**config.mk**
```make
export PLATFORM = sky130hd
export DESIGN_NAME = sudoku_grid_writer
export DESIGN_NICKNAME = d
export VERILOG_FILES = /design/src/rtl/sudoku_grid_writer.sv
export SDC_FILE = /design/constraint.sdc
export NUM_CORES = 1
export LEC_CHECK = 0
export BUFFER_PORTS_ARGS = -buffer_cell sky130_fd_sc_hd__buf_4
export CELL_PAD_IN_SITES_DETAIL_PLACEMENT = 2
export CELL_PAD_IN_SITES_GLOBAL_PLACEMENT = 2
export CORE_ASPECT_RATIO = 0.9
export CORE_MARGIN = 3
export CORE_UTILIZATION = 33
export CTS_CLUSTER_DIAMETER = 30
export DETAILED_ROUTE_END_ITERATION = 8
export GPL_ROUTABILITY_DRIVEN = 0
export HOLD_SLACK_MARGIN = 0.02
export PLACE_DENSITY = 0.72
export SYNTH_ARGS = -nofsm -noshare
export SYNTH_HDL_FRONTEND = slang
export SYNTH_SLANG_ARGS = --single-unit
```
**constraint.sdc**
```tcl
create_clock -name i_Clk -period 24.2 [get_ports i_Clk]
set_clock_uncertainty 0.05 [all_clocks]
set_input_delay 1.21 -clock i_Clk [delete_from_list [all_inputs] [get_ports i_Clk]]
set_output_delay 1.21 -clock i_Clk [all_outputs]
set_load 0.01 [all_outputs]
```
**src/rtl/sudoku_grid_writer.sv**
```systemverilog
// Streams a latched 9x9 one-hot Sudoku grid as ASCII digits over 8N1 UART.
// Optional SUDOKU_WRITER_CRLF_EN appends CR LF after every row (99-byte stream).
module sudoku_grid_writer #(
  parameter int p_CLKs_PB = 217
) (
  input  logic                   i_Clk,
  input  logic                   i_Rst,
  input  logic                   i_Start,
  input  logic [8:0][8:0][8:0]   i_Grid,
  output logic                   o_Tx_UART,
  output logic                   o_Busy,
  output logic                   o_Done,
  output logic                   o_Invalid
);

  localparam int CW = $clog2(p_CLKs_PB);
  localparam logic [CW-1:0] CNT_LAST = CW'(p_CLKs_PB - 1);

  typedef enum logic [2:0] {S_IDLE, S_START, S_DATA, S_STOP, S_DONE} state_t;

  function automatic logic [7:0] enc_cell(input logic [8:0] c);
    logic [7:0] b;
    b = 8'h30;
    for (int n = 0; n < 9; n++)
      if (c == (9'd1 << n)) b = 8'h31 + 8'(n);
    return b;
  endfunction

  function automatic logic multi_hot(input logic [8:0] c);
    return (c & (c - 9'd1)) != 9'd0;
  endfunction

  state_t                 state_q, state_d;
  logic                   tx_q, tx_d;
  logic                   busy_q, busy_d;
  logic                   done_q, done_d;
  logic                   inv_q, inv_d;
  logic [3:0]             row_q, row_d;
  logic [3:0]             col_q, col_d;
  logic [2:0]             bit_q, bit_d;
  logic [CW-1:0]          cnt_q, cnt_d;
  logic [7:0]             shreg_q, shreg_d;
  logic [8:0][8:0][8:0]   grid_q, grid_d;
`ifdef SUDOKU_WRITER_CRLF_EN
  logic [1:0]             sep_q, sep_d, nxt_sep;
`endif

  logic       cnt_end;
  logic       last_byte, is_digit, nxt_bad;
  logic [3:0] nxt_row, nxt_col;
  logic [7:0] nxt_byte;
  logic [8:0] nxt_cell;

  assign cnt_end = (cnt_q == CNT_LAST);

  // Byte that follows the current one in the stream, and whether it is the end.
  always_comb begin
    last_byte = 1'b0;
    is_digit  = 1'b1;
    nxt_row   = row_q;
    nxt_col   = col_q;
    nxt_byte  = 8'h30;
    nxt_bad   = 1'b0;
`ifdef SUDOKU_WRITER_CRLF_EN
    nxt_sep   = sep_q;
    case (sep_q)
      2'd0: begin
        if (col_q == 4'd8) begin
          nxt_sep  = 2'd1;
          is_digit = 1'b0;
          nxt_byte = 8'h0D;
        end else begin
          nxt_col = col_q + 4'd1;
        end
      end
      2'd1: begin
        nxt_sep  = 2'd2;
        is_digit = 1'b0;
        nxt_byte = 8'h0A;
      end
      default: begin
        if (row_q == 4'd8) begin
          last_byte = 1'b1;
          is_digit  = 1'b0;
        end else begin
          nxt_sep = 2'd0;
          nxt_row = row_q + 4'd1;
          nxt_col = 4'd0;
        end
      end
    endcase
`else
    if (col_q == 4'd8) begin
      if (row_q == 4'd8) begin
        last_byte = 1'b1;
        is_digit  = 1'b0;
      end else begin
        nxt_row = row_q + 4'd1;
        nxt_col = 4'd0;
      end
    end else begin
      nxt_col = col_q + 4'd1;
    end
`endif
    nxt_cell = grid_q[nxt_row][nxt_col];
    if (is_digit) begin
      nxt_byte = enc_cell(nxt_cell);
      nxt_bad  = multi_hot(nxt_cell);
    end
  end

  always_comb begin
    state_d = state_q;
    tx_d    = tx_q;
    busy_d  = busy_q;
    done_d  = 1'b0;
    inv_d   = inv_q;
    row_d   = row_q;
    col_d   = col_q;
    bit_d   = bit_q;
    shreg_d = shreg_q;
    grid_d  = grid_q;
    cnt_d   = cnt_end ? '0 : cnt_q + 1'b1;
`ifdef SUDOKU_WRITER_CRLF_EN
    sep_d   = sep_q;
`endif
    case (state_q)
      S_IDLE: begin
        cnt_d = '0;
        tx_d  = 1'b1;
        if (i_Start) begin
          // Byte 0 comes straight from the input, as the snapshot lands on this same edge.
          grid_d  = i_Grid;
          shreg_d = enc_cell(i_Grid[0][0]);
          inv_d   = multi_hot(i_Grid[0][0]);
          row_d   = 4'd0;
          col_d   = 4'd0;
`ifdef SUDOKU_WRITER_CRLF_EN
          sep_d   = 2'd0;
`endif
          tx_d    = 1'b0;
          busy_d  = 1'b1;
          state_d = S_START;
        end
      end
      S_START: begin
        if (cnt_end) begin
          bit_d   = 3'd0;
          tx_d    = shreg_q[0];
          state_d = S_DATA;
        end
      end
      S_DATA: begin
        if (cnt_end) begin
          shreg_d = shreg_q >> 1;
          if (bit_q == 3'd7) begin
            tx_d    = 1'b1;
            state_d = S_STOP;
          end else begin
            bit_d = bit_q + 3'd1;
            tx_d  = shreg_q[1];
          end
        end
      end
      S_STOP: begin
        if (cnt_end) begin
          if (last_byte) begin
            busy_d  = 1'b0;
            done_d  = 1'b1;
            state_d = S_DONE;
          end else begin
            row_d   = nxt_row;
            col_d   = nxt_col;
`ifdef SUDOKU_WRITER_CRLF_EN
            sep_d   = nxt_sep;
`endif
            shreg_d = nxt_byte;
            inv_d   = inv_q | nxt_bad;
            tx_d    = 1'b0;
            state_d = S_START;
          end
        end
      end
      S_DONE: begin
        cnt_d   = '0;
        state_d = S_IDLE;
      end
      default: state_d = S_IDLE;
    endcase
  end

  always_ff @(posedge i_Clk or posedge i_Rst) begin
    if (i_Rst) begin
      state_q <= S_IDLE;
      tx_q    <= 1'b1;
      busy_q  <= 1'b0;
      done_q  <= 1'b0;
      inv_q   <= 1'b0;
      row_q   <= '0;
      col_q   <= '0;
      bit_q   <= '0;
      cnt_q   <= '0;
      shreg_q <= '0;
`ifdef SUDOKU_WRITER_CRLF_EN
      sep_q   <= '0;
`endif
    end else begin
      state_q <= state_d;
      tx_q    <= tx_d;
      busy_q  <= busy_d;
      done_q  <= done_d;
      inv_q   <= inv_d;
      row_q   <= row_d;
      col_q   <= col_d;
      bit_q   <= bit_d;
      cnt_q   <= cnt_d;
      shreg_q <= shreg_d;
`ifdef SUDOKU_WRITER_CRLF_EN
      sep_q   <= sep_d;
`endif
    end
  end

  // Snapshot contents are don't-care after reset, so no reset term.
  always_ff @(posedge i_Clk) grid_q <= grid_d;

  assign o_Tx_UART = tx_q;
  assign o_Busy    = busy_q;
  assign o_Done    = done_q;
  assign o_Invalid = inv_q;

endmodule

```
[Word level (Yosys, flattened, before mapping)]
Index checks and enable logic that the tools add are counted.
Cells by class
  add/subtract/negate cells: 6
  order comparisons: 2
  equal/unequal tests: 34
  multiplexer cells: 75
  bitwise gates (word level): 3
  reduce and logical (&&, ||, !) cells: 15
Operators with widths (count)
  81-bit binary-select mux with 4-bit select: 1
  8-bit 2-to-1 mux: 23
  81-bit 2-to-1 mux: 1
  9-bit binary-select mux with 4-bit select: 1
  4-bit 2-to-1 mux: 9
  3-bit 2-to-1 mux: 9
  8-bit one-hot mux with 3 select lines: 1
  1-bit 2-to-1 mux: 22
  9-bit bitwise AND: 2
  9-bit by 1-bit == test with 1-bit output, second input constant: 2
  9-bit by 2-bit == test with 1-bit output, second input constant: 2
  9-bit by 3-bit == test with 1-bit output, second input constant: 2
  9-bit by 4-bit == test with 1-bit output, second input constant: 2
  9-bit by 5-bit == test with 1-bit output, second input constant: 2
  9-bit by 6-bit == test with 1-bit output, second input constant: 2
  9-bit by 7-bit == test with 1-bit output, second input constant: 2
  9-bit by 8-bit == test with 1-bit output, second input constant: 2
  9-bit == test, second input constant: 2
  9-bit nonzero test: 2
  9-bit by 1-bit subtractor with 9-bit output, second input constant: 2
  2-bit inequality test, second input constant: 8
  4-bit one-hot mux with 2 select lines: 2
  5-bit AND reduction: 3
  3-bit one-hot mux with 4 select lines: 1
  other kinds (21): 30
Word-level totals
  flip-flop bits (word level): 763
  bits of input ports: 732
  logic and storage cells: 226

[Longest topological paths before layout]
  word-level depth: 21
  mapped depth: 22
  mapped depth without buffers: 14

[Worst setup path after synthesis]
No wires, ideal clock.
  path kind: input port to flip-flop
  start point: input i_Start
  end point: register inv_q, in the netlist o_Invalid
  library setup time: 0.082 ns
  data arrival time: 26.663 ns
  data required time: 24.068 ns
  setup slack: -2.595 ns
  stages on the path: 6
  path buffers: 1
  cells stage by stage: and3_1 > clkbuf_1 > o21ai_1 > inv_1 > o21ai_0 > a21oi_1
Between the ends
  word-level cells in the longest chain between the ends: 2
Ends and longest elaborated chain
  start: declaration: line 8  | input logic i_Start,
  2-bit inequality test (no source line)
  4-bit AND reduction (no source line)
  end signal: assignment: line 212  | inv_q <= inv_d;
  end: declaration: line 37  | logic inv_q, inv_d;
Every way passes these cells.
A chain may end at the register's enable or synchronous reset.

[Final worst setup path]
  start point: register row_q[0]
  end point: register shreg_q[3]
Between the ends
  word-level cells in the longest chain between the ends: 19
  elaborated cells between the ends (all ways): 34
Ends and longest elaborated chain
  start: declaration: line 38  | logic [3:0] row_q, row_d;
  start signal: assignment: line 213  | row_q <= row_d;
  4-bit by 1-bit adder with 4-bit output / 4-bit == test (equally long branches): line 98, 94
  4-bit 2-to-1 mux: line 94  | if (row_q == 4'd8) begin
  4-bit 2-to-1 mux: line 93  | if (col_q == 4'd8) begin
  81-bit binary-select mux with 4-bit select: line 105  | nxt_cell = grid_q[nxt_row][nxt_col];
  81-bit 2-to-1 mux (implied by the code): line 105
  9-bit binary-select mux with 4-bit select: line 105
  9-bit 2-to-1 mux (implied by the code): line 105
  9-bit by 3-bit == test with 1-bit output: line 25  | if (c == (9'd1 << n)) b = 8'h31 + 8'(n);
  8-bit 2-to-1 mux (7 in a row): line 25
  8-bit 2-to-1 mux: line 106  | if (is_digit) begin
  8-bit 2-to-1 mux: line 167  | if (last_byte) begin
  8-bit 2-to-1 mux: line 166  | if (cnt_end) begin
  8-bit one-hot mux with 3 select lines: line 127  | case (state_q)
  end signal: assignment: line 217  | shreg_q <= shreg_d;
  end: declaration: line 42  | logic [7:0] shreg_q, shreg_d;
Several ways; a longest one is shown, not always the timed one. The select of a mux whose other input is x is not followed.

==> impl.org <==
** GRT
- Number of antenna violations at the first check in global routing :: 61
- The number of global-route vias before repair was 26,200.
- Entering global routing, the biggest net connects 174 pins.
- Global routing consumed, over all layers together, 28.8% of the routing resources.
- The first global-routing pass estimated 198 mm of wire.
- Grt total ovfl :: 0

** Logic synthesis
- The share of synthesized area in the top cell type comes to 70.6%.
- After synthesis, the share of flip-flops with an asynchronous set or reset is 4.20%.
- Sequential area share after synthesis :: 73.2%
- In this run, synthesis inferred 729 flip-flops with an integrated enable.
- Net count after synthesis :: 2,798
- The biggest area contributor in the post-synthesis netlist is edfxtp_1.
- The synthesized netlist contains 82 unique library cells.
- Mapped Area :: 31,000 sq um
- Most area-consuming cells after synthesis :: edfxtp_1 71%, mux2i_1 3.9%, nand2_1 3.2%, dfrtp_1 2.5%, mux4_2 2.3%
- Total of warnings raised by yosys :: 0
- In this run the mean area of a mapped cell was 15.1 sq um.
- For this run, the leading register cell type out of synthesis is edfxtp_1.
- The synthesized design contains 761 register bits.
- Cells after synthesis :: 2,058

** Pwr
- Clk pwr share :: 50.7%
- Internal Dissipation :: 3.44 mW
- Summed over all cells, the static leakage comes to 16.8 nW.
- Proportion of power drawn by combinational gates :: 9.0%
- Worst ir drop on vdd :: 0.0000698 V
- For this design the total switching power over the nets is 1.15 mW.
- Dividing total power by cell area gives a power density of 105 nW/um^2.
- Sequential cells account for 40.2% of the total power.
- Fraction of power spent switching nets :: 25.1%

** Floorplanning
- The floorplan step set the die width to 329 um.
- The floorplan has 106 rows.
- Starting Density :: 33.3%
- Area of the core region :: 93,100 sq um
- The die covers 97,700 sq um.
- Measured along the y axis, the die boundary spans 297 um.
- In this run the count of I/O pins placed on the die edge is 736.

** STA
- Setup TNS after final layout :: 0 ns
- Final count of negative-setup-slack endpoints :: 0
- Unrepaired setup endpoints after global routing :: false
- Highest achievable clock rate :: 137 MHz
- Max Slew Vio Count :: 0
- After layout, the worst path uses 30.1% of the clock period.
- Final critical delay including setup and external delays :: 7.29 ns
- Final hold vios :: 0
- Relative slew slack :: 6.84%
- Slew at the pin closest to its max-slew limit :: 1.39 ns

** Place
- During placement, the flow inserted port buffers numbering 735.
- Summed over all nets, the half-perimeter wirelength after detailed placement is 100 mm.

** Outcome
- The flow ran to the end, and the final reports show no timing, DRC or antenna violations.

** Cells and area
- Number of nets in the finished design :: 3,624
- Area growth syn-to-layout :: 41.3%
- Post-Route Utilization :: 47.1%
- Share of final-layout standard cells stronger than drive strength 1 :: 36.8%

** Worst setup path
- Capture instance of the worst register-to-register path :: shreg_q[3]
- In this run the worst path has a maximum fanout of 60.
- Nature of the critical path startpoint :: register
- Data arrival time of the worst path :: 7.85 ns
- In this run the critical register-to-register path is launched from row_q[0].
- Critical path data required time :: 24.76 ns
- In this run the register-to-register setup slack is 16.91 ns.
- The number of cells on the worst reg-to-reg path is 14.
- The worst setup path is captured at a register.
- Critical path start-end classification :: register to register

** Routing
- In the final routed layout, each cell accounts on average for 33.8 um.
- In this run the remaining antenna-violating nets after routing total 0.
- Using the TritonRoute via totals, the vias-per-cell ratio works out to 5.46.
- The detailed router placed 23,600 vias in this run.
- The pre-antenna-repair detailed-routing pass consisted of 7 iterations.
- After detailed routing, the number of remaining DRC violations is 0.
- Initial DRC Count :: 2,306
- Post-detailed-routing wire length :: 146 mm

** Clock tree
- Once the clock tree was built, the resizer swapped 0 gates to a different size.
- After clock tree synthesis, the flow added hold-fix buffers numbering 0.
- Buffers inserted by post-CTS timing repair :: 0
- CTS sink cnt :: 761
- Longest Clk Path Bufs :: 3
- Clock tree synthesis selected as its root buffer the cell clkbuf_16.
- Total number of H-tree levels :: 4
- Number of clock buffers inserted by TritonCTS :: 171
- Clock-pin slew of the registers on the worst-case setup and hold paths :: 0.04 ns
- Clock tree from TritonCTS :: done
- Clock latency on the worst-skew pair :: 0.75 ns

** Min path
- Min-Delay Path Class :: register to register
- The worst hold path begins at bit_q[2].
- The path with the worst hold slack has its endpoint at bit_q[2].
- Counting instances, the worst hold path has a depth of 1.

** Job
- Across the run, the number of max-cap violations was 0.
==> cell usage after synthesis, drive strengths merged, types with 19 or more instances <==
| library cell | number |
|---|---|
| o21ai | 82 |
| edfxtp | 729 |
| nand3 | 82 |
| and3 | 31 |
| a211oi | 32 |
| dfrtp | 31 |
| nor3 | 36 |
| mux2i | 120 |
| a21oi | 111 |
| a31oi | 19 |
| o22ai | 30 |
| clkbuf | 46 |
| nand2 | 269 |
| mux4 | 31 |
| nor2 | 61 |
| buf | 67 |
==> per-stage QoR <==
step           instance area, sq um  setup slack, ns  instances  hold slack (ns)  total power [mW]
3_5_place_dp                  37900            17.23       3953            0.434              2.26
3_3_place_gp                  37900            17.67       3953            0.418              2.23
4_1_cts                       43700            17.11       4267            0.464              4.60
5_1_grt                       43800            16.62       4314            0.489              4.72
2_1_floorplan                 31000            10.72       2058            0.398              2.14
6_report                      43800            16.91       4324            0.466              4.59
==> placed cells by master, fill, tap and decap left out, types with 11 or more instances in the layout <==
cell type	synthesis	routed
a31oi_1	19	19
a21boi_0	13	13
and3_1	31	30
nand3_1	82	80
xor2_1	17	17
edfxtp_1	729	729
dfrtp_1	31	31
clkbuf_1	46	24
buf_4	9	764
nor4_1	11	11
o211ai_1	18	18
a21oi_1	109	108
a2111oi_0	15	14
clkinv_1	1	24
bufinv_16	0	21
clkbuf_16	0	175
nor3_1	36	33
a211oi_1	32	32
mux2_2	15	15
nand2_1	268	266
o21ai_0	77	77
diode_2	0	57
mux4_2	31	31
clkinv_2	0	33
nor2_1	59	54
o22ai_1	30	30
a221oi_1	16	16
inv_1	15	15
mux2i_1	120	118
clkinvlp_4	0	24
==> cells by family (layout without fill, tap and decap cells) <==
logic type / count (synthesis) / count (layout) / share of synthesized area [%]
buffers and inverters: 129 / 1096 / 1.94
adder cells (fa/ha/maj): 9 / 9 / 0.355
AO/OA/AOI/OAI: 431 / 431 / 9.25
XOR/XNOR: 20 / 20 / 0.565
other: 0 / 57 / 0
AND/OR/NAND/NOR: 542 / 542 / 8.05
flip-flops: 761 / 761 / 73.2
multiplexers: 166 / 166 / 6.67
==> final cells by class <==
type | instances | area [sq um]
Sequential cell | 761 | 22700
Antenna cell | 57 | 143
Fill cell | 8966 | 49300
Clock inverter | 115 | 1270
Tap cell | 1242 | 1550
Multi-Input combinational cell | 1168 | 7860
Timing Repair Buffer | 766 | 5780
Inverter | 16 | 60.1
Clock buffer | 199 | 4470
==> metal layers <==
metal | track usage [%] | routed length, um | up-vias
met5 | 0 | 144 | -
met4 | 11.9 | 5150 | 18
met3 | 7.94 | 10600 | 270
met2 | 50.6 | 77200 | 1097
met1 | 32.7 | 53000 | 12400
li1 | - | - | 9880
==> critical path: stages (launching register included) <==
cell,delay [ns]
dfrtp_1,0.86
clkinv_1,0.48
ha_1,0.43
and4b_1,0.26
a21oi_4,0.66
buf_4,0.77
nand3_2,0.81
o211ai_1,0.44
o211ai_1,0.13
o211a_1,0.22
o31ai_1,0.96
xor2_1,0.20
and3_1,0.29
a31o_2,0.26
a22o_1,0.19
==> state kept, by name (all words and copies together), names as in the netlist <==
name	flops
bit_q	3
cnt_q	8
col_q	4
grid_q	729
o_Busy	1
o_Done	1
o_Invalid	1
o_Tx_UART	1
row_q	4
shreg_q	6
state_q	3
==> how the worst max path moves through the flow <==
stage,start,to,slack (ns),cells past startpoint
2_1_floorplan,i_Start,o_Invalid,10.72,6
3_3_place_gp,row_q[0],shreg_q[3],17.67,14
3_5_place_dp,row_q[0],shreg_q[3],17.23,14
4_1_cts,row_q[0],shreg_q[3],17.11,14
5_1_grt,row_q[0],shreg_q[3],16.62,14
6_report,row_q[0],shreg_q[3],16.91,14
==> power by group through the flow <==
stage	registers (mW)	logic (mW)	clock network, mW
final	1.84	0.415	2.33
after global routing	1.86	0.446	2.42
after CTS	1.84	0.413	2.34
after detailed placement	1.85	0.408	0
after global placement	1.84	0.388	0
after floorplan	1.94	0.199	0
No activity file was read; power rests on OpenSTA's default activity.
